--- src/rtl/cpu_mem_pkg.sv ---
// Shared types and default sizing for the IF/MEM main-memory arbiter.
package cpu_mem_pkg;

    localparam int DEF_ADDR_W  = 16;
    localparam int DEF_DATA_W  = 16;
    localparam int DEF_TIMEOUT = 15;

    typedef enum logic [1:0] {
        IDLE,
        ISSUE,
        RD_WAIT,
        DONE
    } state_t;

    typedef enum logic {
        FETCH,
        DATA
    } owner_t;

endpackage

--- src/rtl/mem_arbiter_if.sv ---
// Request/complete and memory-command bundle between the pipeline, the arbiter and main memory.
interface mem_arbiter_if
    import cpu_mem_pkg::*;
#(
    parameter int ADDR_W = DEF_ADDR_W,
    parameter int DATA_W = DEF_DATA_W
) ();

    logic              if_req;
    logic [ADDR_W-1:0] if_addr;
    logic              if_done;
    logic [DATA_W-1:0] if_rdata;

    logic              d_req;
    logic              d_wr;
    logic [ADDR_W-1:0] d_addr;
    logic [DATA_W-1:0] d_wdata;
    logic              d_done;
    logic [DATA_W-1:0] d_rdata;

    logic              stall_if;
    logic              stall_pipe;

    logic              mem_en;
    logic              mem_wr;
    logic [ADDR_W-1:0] mem_addr;
    logic [DATA_W-1:0] mem_wdata;
    logic [DATA_W-1:0] mem_rdata;
    logic              mem_data_valid;
    logic              mem_err;

    modport slave (
        input  if_req, if_addr, d_req, d_wr, d_addr, d_wdata,
        input  mem_rdata, mem_data_valid,
        output if_done, if_rdata, d_done, d_rdata, stall_if, stall_pipe,
        output mem_en, mem_wr, mem_addr, mem_wdata, mem_err
    );

    modport master (
        output if_req, if_addr, d_req, d_wr, d_addr, d_wdata,
        output mem_rdata, mem_data_valid,
        input  if_done, if_rdata, d_done, d_rdata, stall_if, stall_pipe,
        input  mem_en, mem_wr, mem_addr, mem_wdata, mem_err
    );

endinterface

--- src/rtl/mem_arbiter.sv ---
// Single-port memory arbiter, data over fetch; write done 2 cycles after request, read 2+L, timeout 3+TIMEOUT.
// No backpressure on memory; requesters are held off through stall_if/stall_pipe until their done pulse.
module mem_arbiter
    import cpu_mem_pkg::*;
#(
    parameter int ADDR_W  = DEF_ADDR_W,
    parameter int DATA_W  = DEF_DATA_W,
    parameter int TIMEOUT = DEF_TIMEOUT
) (
    input  logic         clk,
    input  logic         rst,
    mem_arbiter_if.slave bus
);

    localparam int              CNT_W  = $clog2(TIMEOUT + 1);
    localparam logic [CNT_W-1:0] TO_CNT = CNT_W'(TIMEOUT);

    state_t            state;
    owner_t            owner;
    logic [CNT_W-1:0]  cnt;
    logic              mem_en_q;
    logic              mem_wr_q;
    logic [ADDR_W-1:0] mem_addr_q;
    logic [DATA_W-1:0] mem_wdata_q;
    logic [DATA_W-1:0] if_rdata_q;
    logic [DATA_W-1:0] d_rdata_q;
    logic              if_done_q;
    logic              d_done_q;
    logic              mem_err_q;

    always_ff @(posedge clk or posedge rst) begin
        if (rst) begin
            state       <= IDLE;
            owner       <= FETCH;
            cnt         <= '0;
            mem_en_q    <= 1'b0;
            mem_wr_q    <= 1'b0;
            mem_addr_q  <= '0;
            mem_wdata_q <= '0;
            if_rdata_q  <= '0;
            d_rdata_q   <= '0;
            if_done_q   <= 1'b0;
            d_done_q    <= 1'b0;
            mem_err_q   <= 1'b0;
        end else begin
            mem_en_q  <= 1'b0;
            if_done_q <= 1'b0;
            d_done_q  <= 1'b0;

            case (state)
                IDLE: begin
                    if (bus.d_req) begin
                        owner       <= DATA;
                        mem_wr_q    <= bus.d_wr;
                        mem_addr_q  <= bus.d_addr;
                        mem_wdata_q <= bus.d_wdata;
                        mem_en_q    <= 1'b1;
                        state       <= ISSUE;
                    end else if (bus.if_req) begin
                        owner       <= FETCH;
                        mem_wr_q    <= 1'b0;
                        mem_addr_q  <= bus.if_addr;
                        mem_wdata_q <= '0;
                        mem_en_q    <= 1'b1;
                        state       <= ISSUE;
                    end
                end

                ISSUE: begin
                    cnt <= '0;
                    if (mem_wr_q) begin
                        if (owner == DATA) d_done_q  <= 1'b1;
                        else               if_done_q <= 1'b1;
                        state <= DONE;
                    end else begin
                        state <= RD_WAIT;
                    end
                end

                RD_WAIT: begin
                    // A missing return still completes (with zero data) so the pipeline cannot hang.
                    if (bus.mem_data_valid || cnt == TO_CNT) begin
                        if (!bus.mem_data_valid) mem_err_q <= 1'b1;
                        if (owner == DATA) begin
                            d_rdata_q <= bus.mem_data_valid ? bus.mem_rdata : '0;
                            d_done_q  <= 1'b1;
                        end else begin
                            if_rdata_q <= bus.mem_data_valid ? bus.mem_rdata : '0;
                            if_done_q  <= 1'b1;
                        end
                        state <= DONE;
                    end else begin
                        cnt <= cnt + 1'b1;
                    end
                end

                DONE: state <= IDLE;

                default: state <= IDLE;
            endcase
        end
    end

    assign bus.mem_en     = mem_en_q;
    assign bus.mem_wr     = mem_wr_q;
    assign bus.mem_addr   = mem_addr_q;
    assign bus.mem_wdata  = mem_wdata_q;
    assign bus.if_rdata   = if_rdata_q;
    assign bus.d_rdata    = d_rdata_q;
    assign bus.if_done    = if_done_q;
    assign bus.d_done     = d_done_q;
    assign bus.mem_err    = mem_err_q;
    assign bus.stall_if   = bus.if_req & ~if_done_q;
    assign bus.stall_pipe = bus.d_req & ~d_done_q;

endmodule

--- src/flat_wrapper.sv ---
// flat-port wrapper written by rule: the top's interface ports become plain ports
module mem_arbiter_flat import cpu_mem_pkg::*;
#(
    parameter int ADDR_W  = DEF_ADDR_W,
    parameter int DATA_W  = DEF_DATA_W,
    parameter int TIMEOUT = DEF_TIMEOUT
)
  (clk, rst, bus_if_req, bus_if_addr, bus_d_req, bus_d_wr, bus_d_addr, bus_d_wdata, bus_mem_rdata, bus_mem_data_valid, bus_if_done, bus_if_rdata, bus_d_done, bus_d_rdata, bus_stall_if, bus_stall_pipe, bus_mem_en, bus_mem_wr, bus_mem_addr, bus_mem_wdata, bus_mem_err);
  mem_arbiter_if #(.ADDR_W(ADDR_W), .DATA_W(DATA_W)) bus_i ();
  input  logic clk;
  input  logic rst;
  input wire logic [$bits(bus_i.if_req)-1:0] bus_if_req;
  input wire logic [$bits(bus_i.if_addr)-1:0] bus_if_addr;
  input wire logic [$bits(bus_i.d_req)-1:0] bus_d_req;
  input wire logic [$bits(bus_i.d_wr)-1:0] bus_d_wr;
  input wire logic [$bits(bus_i.d_addr)-1:0] bus_d_addr;
  input wire logic [$bits(bus_i.d_wdata)-1:0] bus_d_wdata;
  input wire logic [$bits(bus_i.mem_rdata)-1:0] bus_mem_rdata;
  input wire logic [$bits(bus_i.mem_data_valid)-1:0] bus_mem_data_valid;
  output wire logic [$bits(bus_i.if_done)-1:0] bus_if_done;
  output wire logic [$bits(bus_i.if_rdata)-1:0] bus_if_rdata;
  output wire logic [$bits(bus_i.d_done)-1:0] bus_d_done;
  output wire logic [$bits(bus_i.d_rdata)-1:0] bus_d_rdata;
  output wire logic [$bits(bus_i.stall_if)-1:0] bus_stall_if;
  output wire logic [$bits(bus_i.stall_pipe)-1:0] bus_stall_pipe;
  output wire logic [$bits(bus_i.mem_en)-1:0] bus_mem_en;
  output wire logic [$bits(bus_i.mem_wr)-1:0] bus_mem_wr;
  output wire logic [$bits(bus_i.mem_addr)-1:0] bus_mem_addr;
  output wire logic [$bits(bus_i.mem_wdata)-1:0] bus_mem_wdata;
  output wire logic [$bits(bus_i.mem_err)-1:0] bus_mem_err;
  assign bus_i.if_req = bus_if_req;
  assign bus_i.if_addr = bus_if_addr;
  assign bus_i.d_req = bus_d_req;
  assign bus_i.d_wr = bus_d_wr;
  assign bus_i.d_addr = bus_d_addr;
  assign bus_i.d_wdata = bus_d_wdata;
  assign bus_i.mem_rdata = bus_mem_rdata;
  assign bus_i.mem_data_valid = bus_mem_data_valid;
  assign bus_if_done = bus_i.if_done;
  assign bus_if_rdata = bus_i.if_rdata;
  assign bus_d_done = bus_i.d_done;
  assign bus_d_rdata = bus_i.d_rdata;
  assign bus_stall_if = bus_i.stall_if;
  assign bus_stall_pipe = bus_i.stall_pipe;
  assign bus_mem_en = bus_i.mem_en;
  assign bus_mem_wr = bus_i.mem_wr;
  assign bus_mem_addr = bus_i.mem_addr;
  assign bus_mem_wdata = bus_i.mem_wdata;
  assign bus_mem_err = bus_i.mem_err;
  mem_arbiter #(.ADDR_W(ADDR_W), .DATA_W(DATA_W), .TIMEOUT(TIMEOUT)) u_core (.clk(clk), .rst(rst), .bus(bus_i));
endmodule
--- config.mk ---
export PLATFORM = sky130hd
export DESIGN_NAME = mem_arbiter_flat
export DESIGN_NICKNAME = d
export VERILOG_FILES = /design/src/rtl/cpu_mem_pkg.sv /design/src/rtl/mem_arbiter_if.sv /design/src/rtl/mem_arbiter.sv /design/src/flat_wrapper.sv
export SDC_FILE = /design/constraint.sdc
export NUM_CORES = 1
export LEC_CHECK = 0
export BUFFER_PORTS_ARGS = -buffer_cell sky130_fd_sc_hd__buf_2
export CAP_MARGIN = 20
export CORE_MARGIN = 8
export CORE_UTILIZATION = 43
export DETAILED_ROUTE_END_ITERATION = 16
export PLACE_DENSITY = 0.79
export SYNTH_ARGS = -nofsm -noshare
export SYNTH_HDL_FRONTEND = slang
export SYNTH_SLANG_ARGS = --single-unit
export TNS_END_PERCENT = 5
--- constraint.sdc ---
create_clock -name clk -period 2.4 [get_ports clk]
set_input_delay 0.48 -clock clk [delete_from_list [all_inputs] [get_ports clk]]
set_output_delay 0.48 -clock clk [all_outputs]
set_load 0.005 [all_outputs]
Word level (Yosys, flattened, before mapping). Index checks and enable logic that the tools add are counted.

Memories: 0. Output and inout bits: 71. Bits in latches: 0. Memory bits (read-only): 0. Word-level logic and storage cells: 62. Bits in registers: 76. Bits in writable memories: 0. Input port bits: 70.

Divide/modulo/power cells: 0. Eq/ne operators: 7. $mul: 0. Reductions and logical operators: 10. Mux-type cells: 26. Order comparisons: 0. Bitwise logic cells: 6. Shifts and indexed selects: 0. Add/sub/neg operators: 1.

Operator list (number): two-way mux 16 bit (5); two-way mux 1 bit (13); AND reduction 3 bit (3); one-hot mux 2 bit (4 select lines) (1); one-hot mux 4 bit (2 select lines) (1); two-way mux 2 bit (3); AND reduction 2 bit (3); adder 4 x 1 -> 4 bit (second input constant) (1); == test 2 bit (second input constant) (2); == test 4 bit (second input constant) (1); two-way mux 4 bit (1); inverter 1 bit (4); one-hot mux 1 bit (2 select lines) (2); nonzero test 2 bit (2); != test 3 bit (second input constant) (1); AND 1 bit (2); == test 2 x 1 -> 1 bit (second input constant) (1); logical NOT 2 bit (1); != test 2 x 1 -> 1 bit (second input constant) (1); != test 2 bit (second input constant) (1); logical OR 1 bit (1).

Logic depth before layout (Yosys ltp). Gate-level depths: netlist of the first run.

Depth after elaboration: 4. Gate-level depth with buffers: 8. Depth with buffers taken out: 5.

Least setup slack after synthesis of the first run. No wires, ideal clock.

Path kind: register to register. From: reg u_core.state[0]. To: reg u_core.if_rdata_q[0], in the netlist u_core.bus.if_rdata[0]. Cell stages (with the launch flop): 9. Setup time: 0.122 ns. Data required time: 2.278 ns. Arrival: 1.408 ns. Clock period less this slack: 1.530 ns. Buffers on the path: 3. Path slack: 0.870 ns. Cell sequence: dfrtp_1 -> inv_1 -> ha_1 -> buf_6 -> and2b_1 -> buf_6 -> nand2_4 -> buf_6 -> a32o_1.

Longest elaborated chain between the ends: 2.

RTL lines: start: declaration (line mem_arbiter.sv:18) `state_t state;`; start signal: assignment (line mem_arbiter.sv:33) `state <= IDLE;`; start signal: assignment (line mem_arbiter.sv:58) `state <= ISSUE;`; start signal: assignment (line mem_arbiter.sv:65) `state <= ISSUE;`; == test 2 bit (line mem_arbiter.sv:50) `case (state)`; AND reduction 3 bit (no line); end signal: assignment (line mem_arbiter.sv:88) `if_rdata_q <= bus.mem_data_valid ? bus.mem_rdata : '0;`; end: declaration (line mem_arbiter.sv:25) `logic [DATA_W-1:0] if_rdata_q;`.

Every way passes these cells. A chain may end at the register's enable or synchronous reset.

Worst setup path after layout of the first run.
From: reg u_core.state[0]. To: reg u_core.d_rdata_q[2], in the netlist u_core.bus.d_rdata[2].

Longest elaborated chain between the ends: 2.

RTL lines: == test 2 bit (line mem_arbiter.sv:50); AND reduction 3 bit (no line); end signal: assignment (line mem_arbiter.sv:85) `d_rdata_q <= bus.mem_data_valid ? bus.mem_rdata : '0;`; end: declaration (line mem_arbiter.sv:26) `logic [DATA_W-1:0] d_rdata_q;`.

Every way passes these cells.

==> run_results.csv, run 1 <==
group,metric,value,unit
pwr,leakage,2.271,nW
clock_network,clkLatencyLatePin,0.34,ns
grt,grt_overflow,0,
job,drv_cap,0,
yosys,synth_commonest_cells,"76 x dfrtp_1, 53 x nand2_1, 32 x a32o_1",
clock_network,cts_tree,"built",
layout,diodes,0,
pwr,ir_drop,594.3,uV
floorplanning,dieArea,10580,sq um
critical_path,startpoint_type,"register",
floorplanning,ios,141,
clock_network,htreeDepth,3,
yosys,synthTopCellsByArea,"dfrtp_1 59%, a32o_1 9.9%, nand2_1 6.1%, mux2i_1 5.6%, nand3_1 3.2%",
route,num_vias,2673,
pwr,powerDensity,1246,nW/um^2
pwr,fin_total_pwr,5.296,mW
layout,regArea,1902,sq um
outcome,status,"finished clean",
place,portBuffers,140,
sta,setup_viol,0,
yosys,syn-num-nets,355,
sta,finalCritPeriodShare,0.7334,
worst_hold_path,min_path_type,"in2async",
layout,drive_gt1_frac,0.3990,
route,drtIter0Drc,127,
floorplanning,core-area,7292,sq um
critical_path,cp-end-kind,"register",
grt,grt_max_degree,77,
pwr,p_comb_frac,0.369,
sta,min_period,1.760,ns
layout,multi_input_area,1172,sq um
route,routed_wirelength,8.621,mm
critical_path,critPathKind,"reg2reg",
place,dp_hpwl,6.432,mm
yosys,synthArstFlopShare,1.000,
place,gp_congestion,0.8165,
sta,max_slew_margin,0.6810,
clock_network,cts-root-buf,"clkbuf_8",
critical_path,crit_required,2.62,ns
clock_network,cts_setup_buffers,0,
critical_path,cp.arrival,1.98,ns
route,wl_per_cell,16.58,um
clock_network,cts_hold_buf,0,
sta,hold_viol_final,0,
yosys,ys.flop_type,"dfrtp_1",
sta,fmax,0.5681,GHz
pwr,p_seq_frac,0.413,
route,drc_errors,0,
yosys,synth_edf_count,0,
floorplanning,die_w,102.9,um
sta,slew_viol_final,0,
grt,antenna_found_initial,0,
grt,first_global_vias,2779,
clock_network,clockBufferDepth,2,
pwr,switching_share,0.3436,
clock_network,cts.clk_slew.worst_paths,0.08,ns
floorplanning,start_util,0.4451,
grt,grt_first_pass_wirelength,13.71,mm
pwr,pwr-share-clk,0.217,
sta,skew,0.01112,ns
layout,fillerInstances,664,
pwr,intPower,3.476,mW
grt,grt_use_total,0.1671,
layout,syn2layout_area_growth,30.96,%
layout,fin_area,4250,sq um
pwr,p_sw,1.820,mW
critical_path,path_max_fanout,17,
yosys,yosys.area.top_type,"dfrtp_1",
clock_network,ctsResizeCount,0,
sta,tightest_slew,0.4767,ns
yosys,synth-seq-cells,76,
yosys,syn_inst,280,
route,vias_per_cell,5.140,
sta,fin_tns_setup,0,ns
floorplanning,num_rows,31,
layout,final_net_count,491,
clock_network,clock-sinks,76,
yosys,synth_top_area_frac,0.5860,
floorplanning,die_y,102.9,um
clock_network,numCtsBuffers,9,
yosys,synth_area,3246,sq um
yosys,yosys_warnings,0,
place,placed_area,4010,sq um
yosys,ys_seq_area_frac,0.5860,
sta,grt_setup_unrepaired,"no",
yosys,synth_area_per_cell,11.59,sq um
yosys,ys_types,33,
route,ant_nets,0,
yosys,synth.most_common_cell,"dfrtp_1",
route,drt_first_pass_iters,4,
[metal layers]
layer,wire (um),up-vias,track usage
li1,-,1275,-
met1,3637,1296,0.2104
met4,31,0,0.05006
met2,4134,100,0.2581
met3,819,2,0.06617
met5,0,-,0
[worst max-delay path, stage by stage (launching register included)]
cell     delay [ns]
dfrtp_1        0.40
inv_1          0.15
ha_1           0.35
and2_4         0.34
nand2_4        0.17
a32o_1         0.25
[power by group through the flow]
stage	Sequential (mW)	Combinational [mW]	Clock, mW
3_5_place_dp	2.20	2.00	0
6_report	2.19	1.96	1.15
5_1_grt	2.27	2.20	1.25
3_3_place_gp	2.19	1.91	0
4_1_cts	2.19	2.00	1.19
2_1_floorplan	2.23	1.08	0
[cell families after synthesis]
family,Yosys count,share of synthesized area
flops,76,0.5860
fa+ha+maj,5,0.01928
mux,18,0.05551
simple gates,88,0.1249
compound gates,63,0.1592
buf+inv,30,0.05512
[through the flow]
step,instances,setup slack (ns),hold slack (ns),util
after floorplan,280,0.8704,0.4428,-
after global placement,504,0.7383,0.4444,0.5499
after detailed placement,504,0.6495,0.4484,0.5499
after CTS,520,0.6306,0.2386,0.5829
after global routing,520,0.4847,0.2645,0.5829
final,520,0.6399,0.2210,0.5829
[area by class of cell]
type,instances,share of cell area
clock inverter,6,0.02649
sequential,76,0.4475
timing repair buffer,147,0.1831
inverter,8,0.007948
tap,99,0.02914
clock buffer,10,0.03003
multi-input combinational,174,0.2758
[cell usage in the layout, fill, tap and decap left out, types with 2 or more instances in the layout]
cell	count
nand3_1	21
ha_1	5
nand2_4	2
mux2i_1	18
inv_1	7
buf_2	140
nor2b_1	3
clkinv_4	2
clkbuf_8	9
buf_12	2
a32o_1	32
nor2_1	3
dfrtp_1	76
buf_4	5
bufinv_16	3
a211oi_1	3
nand2_1	53
o21ai_0	18
[flip-flops by register name, indices dropped and copies added, names as in the netlist]
register	cells
u_core.bus.d_done	1
u_core.bus.d_rdata	16
u_core.bus.if_done	1
u_core.bus.if_rdata	16
u_core.bus.mem_addr	16
u_core.bus.mem_en	1
u_core.bus.mem_err	1
u_core.bus.mem_wdata	16
u_core.bus.mem_wr	1
u_core.cnt	4
u_core.owner	1
u_core.state	2
[final timing paths]
check | startpoint | to | slack, ns | cells after the start
worst max register to register | u_core.state[0]$_DFFE_PP0P_ | u_core.bus.d_rdata[2]$_DFFE_PP0P_ | 0.64 | 5
max in group asynchronous | rst | u_core.cnt[2]$_DFFE_PP0P_ | 1.82 | 3
worst min register to register | u_core.bus.mem_wdata[5]$_DFFE_PP0P_ | u_core.bus.mem_wdata[5]$_DFFE_PP0P_ | 0.47 | 2
min in group clk | bus_d_wdata[9] | u_core.bus.mem_wdata[9]$_DFFE_PP0P_ | 0.37 | 3
worst min-delay path | rst | u_core.bus.mem_wdata[5]$_DFFE_PP0P_ | 0.22 | 3
worst max-delay path | u_core.state[0]$_DFFE_PP0P_ | u_core.bus.d_rdata[2]$_DFFE_PP0P_ | 0.64 | 5
No activity file was read; power rests on OpenSTA's default activity.
==> inputs of run 2 (changes only) <==
- clock period: 2.4 -> 1.53 ns (I/O delays scaled with it)
==> run_results.csv, run 2 (synthesis gave the netlist of run 1 again) <==
group,metric,value,unit
critical_path,cp.arrival,1.68,ns
layout,syn2layout_area_growth,29.84,%
floorplanning,die_y,102.9,um
clock_network,clkLatencyLatePin,0.33,ns
floorplanning,ios,141,
pwr,fin_total_pwr,7.845,mW
sta,max_slew_margin,0.5885,
sta,slew_viol_final,0,
clock_network,clock-sinks,76,
grt,grt_max_degree,77,
route,routed_wirelength,8.600,mm
critical_path,r2r-end,"u_core.bus.if_rdata[13]$_DFFE_PP0P_",
critical_path,r2r_slack,0.06,ns
layout,regArea,1902,sq um
critical_path,crit_path_max_incr_delay,0.38,ns
layout,fillerInstances,667,
route,drt_first_pass_iters,4,
critical_path,crit_required,1.75,ns
layout,fin_area,4214,sq um
route,vias_per_cell,5.161,
pwr,powerDensity,1862,nW/um^2
sta,grt_setup_unrepaired,"yes",
layout,drive_gt1_frac,0.4104,
floorplanning,die_w,102.9,um
grt,grt_use_total,0.1570,
sta,setup_viol,0,
place,placed_area,4020,sq um
layout,multi_input_area,1196,sq um
clock_network,numCtsBuffers,9,
job,drv_cap,0,
floorplanning,core-area,7292,sq um
critical_path,crit_chain,"inv_1 -> ha_1 -> and2b_1 -> buf_6 -> a32o_1",
critical_path,r2r_cells,5,
clock_network,clockBufferDepth,2,
pwr,leakage,2.254,nW
pwr,ir_drop,804.5,uV
sta,finalCritPeriodShare,0.9585,
floorplanning,num_rows,31,
sta,tightest_slew,0.6149,ns
clock_network,cts.clk_slew.worst_paths,0.07,ns
sta,skew,0.009030,ns
sta,hold_viol_final,0,
clock_network,cts-root-buf,"clkbuf_8",
layout,diodes,0,
place,portBuffers,140,
sta,min_period,1.466,ns
route,wl_per_cell,16.44,um
clock_network,htreeDepth,3,
layout,final_cell_mix,"140 x buf_2, 76 x dfrtp_1, 53 x nand2_1, 32 x a32o_1, 21 x nand3_1",
route,drc_errors,0,
critical_path,cp_top_family,"flip-flops",
clock_network,cts_tree,"built",
critical_path,cp-end-kind,"register",
place,gp_congestion,0.7874,
layout,mostFrequentLayoutCell,"buf_2",
critical_path,worst-path-buf-inv,2,
critical_path,slowest_stage,"dfrtp_1",
grt,grt_overflow,0,
floorplanning,start_util,0.4451,
critical_path,startpoint_type,"register",
sta,fmax,0.6819,GHz
grt,antenna_found_initial,0,
route,ant_nets,0,
sta,fin_tns_setup,0,ns
route,num_vias,2699,
critical_path,critPathKind,"reg2reg",
worst_hold_path,min_path_type,"in2async",
critical_path,regToRegStartpoint,"u_core.state[0]$_DFFE_PP0P_",
floorplanning,dieArea,10580,sq um
outcome,status,"finished clean",
critical_path,path_max_fanout,16,
place,dp_hpwl,6.315,mm
route,drtIter0Drc,146,
grt,first_global_vias,2763,
layout,final_net_count,495,
grt,grt_first_pass_wirelength,13.12,mm
-- run 2: worst max-delay path by stage --
stage / from / slack, ns / to / depth (start not counted)
6_report: u_core.state[0]$_DFFE_PP0P_ / 0.06 / u_core.bus.if_rdata[13]$_DFFE_PP0P_ / 5
5_1_grt: u_core.state[0]$_DFFE_PP0P_ / -0.02 / u_core.bus.if_rdata[13]$_DFFE_PP0P_ / 5
4_1_cts: u_core.state[1]$_DFFE_PP0P_ / 0.002 / u_core.bus.mem_addr[5]$_DFFE_PP0P_ / 5
3_5_place_dp: bus_d_req / -0.17 / u_core.bus.mem_addr[13]$_DFFE_PP0P_ / 3
3_3_place_gp: bus_d_req / -0.08 / u_core.bus.mem_addr[12]$_DFFE_PP0P_ / 3
2_1_floorplan: u_core.state[0]$_DFFE_PP0P_ / 0.0004 / u_core.bus.if_rdata[0]$_DFFE_PP0P_ / 8
-- run 2: final cells by class --
class | count | share of cell area
Clock buffer | 10 | 0.03266
Tap cell | 99 | 0.02939
Inverter | 8 | 0.008017
Multi-Input combinational cell | 175 | 0.2838
Sequential cell | 76 | 0.4513
Timing Repair Buffer | 150 | 0.1879
Clock inverter | 5 | 0.006829
-- run 2: layer usage --
metal,global-route usage,up-vias,wire length [um],share of wire
li1,-,1287,-,-
met1,0.1953,1304,3647,0.42
met2,0.2467,104,4069,0.47
met3,0.06887,4,864,0.10
met4,0.03337,0,19,0.0022
met5,0,-,0,0
-- run 2: worst min-delay path: stages --
cell and delay, ns:
buf_2 0.11, clkinvlp_4 0.07, buf_12 0.32
-- run 2: power by group --
group	leakage [nW]	internal (mW)	switching [mW]	total [mW]
clock	0.0917	0.615	0.686	1.30
combinational	1.20	1.48	1.64	3.12
sequential	0.959	2.92	0.497	3.42
total	2.25	5.02	2.83	7.85
-- run 2: stage by stage --
| step | cells | utilization | hold WS, ns | setup slack [ns] |
|---|---|---|---|---|
| finish | 523 | 0.5779 | 0.05794 | 0.06355 |
| global route | 523 | 0.5779 | 0.09540 | -0.01876 |
| CTS | 522 | 0.5745 | 0.08260 | 0.001555 |
| detailed placement | 507 | 0.5513 | 0.4456 | -0.1701 |
| global placement | 507 | 0.5513 | 0.4416 | -0.07661 |
| floorplan | 280 | - | 0.4428 | 0.0003505 |
-- run 2: repair_timing --
item / in CTS / in global routing
buffers inserted: 0 / 0
resized for setup: 1 / 3
hold buffers: 0 / 0
setup endpoints to repair: 32 / 53
gates cloned: 0 / 1
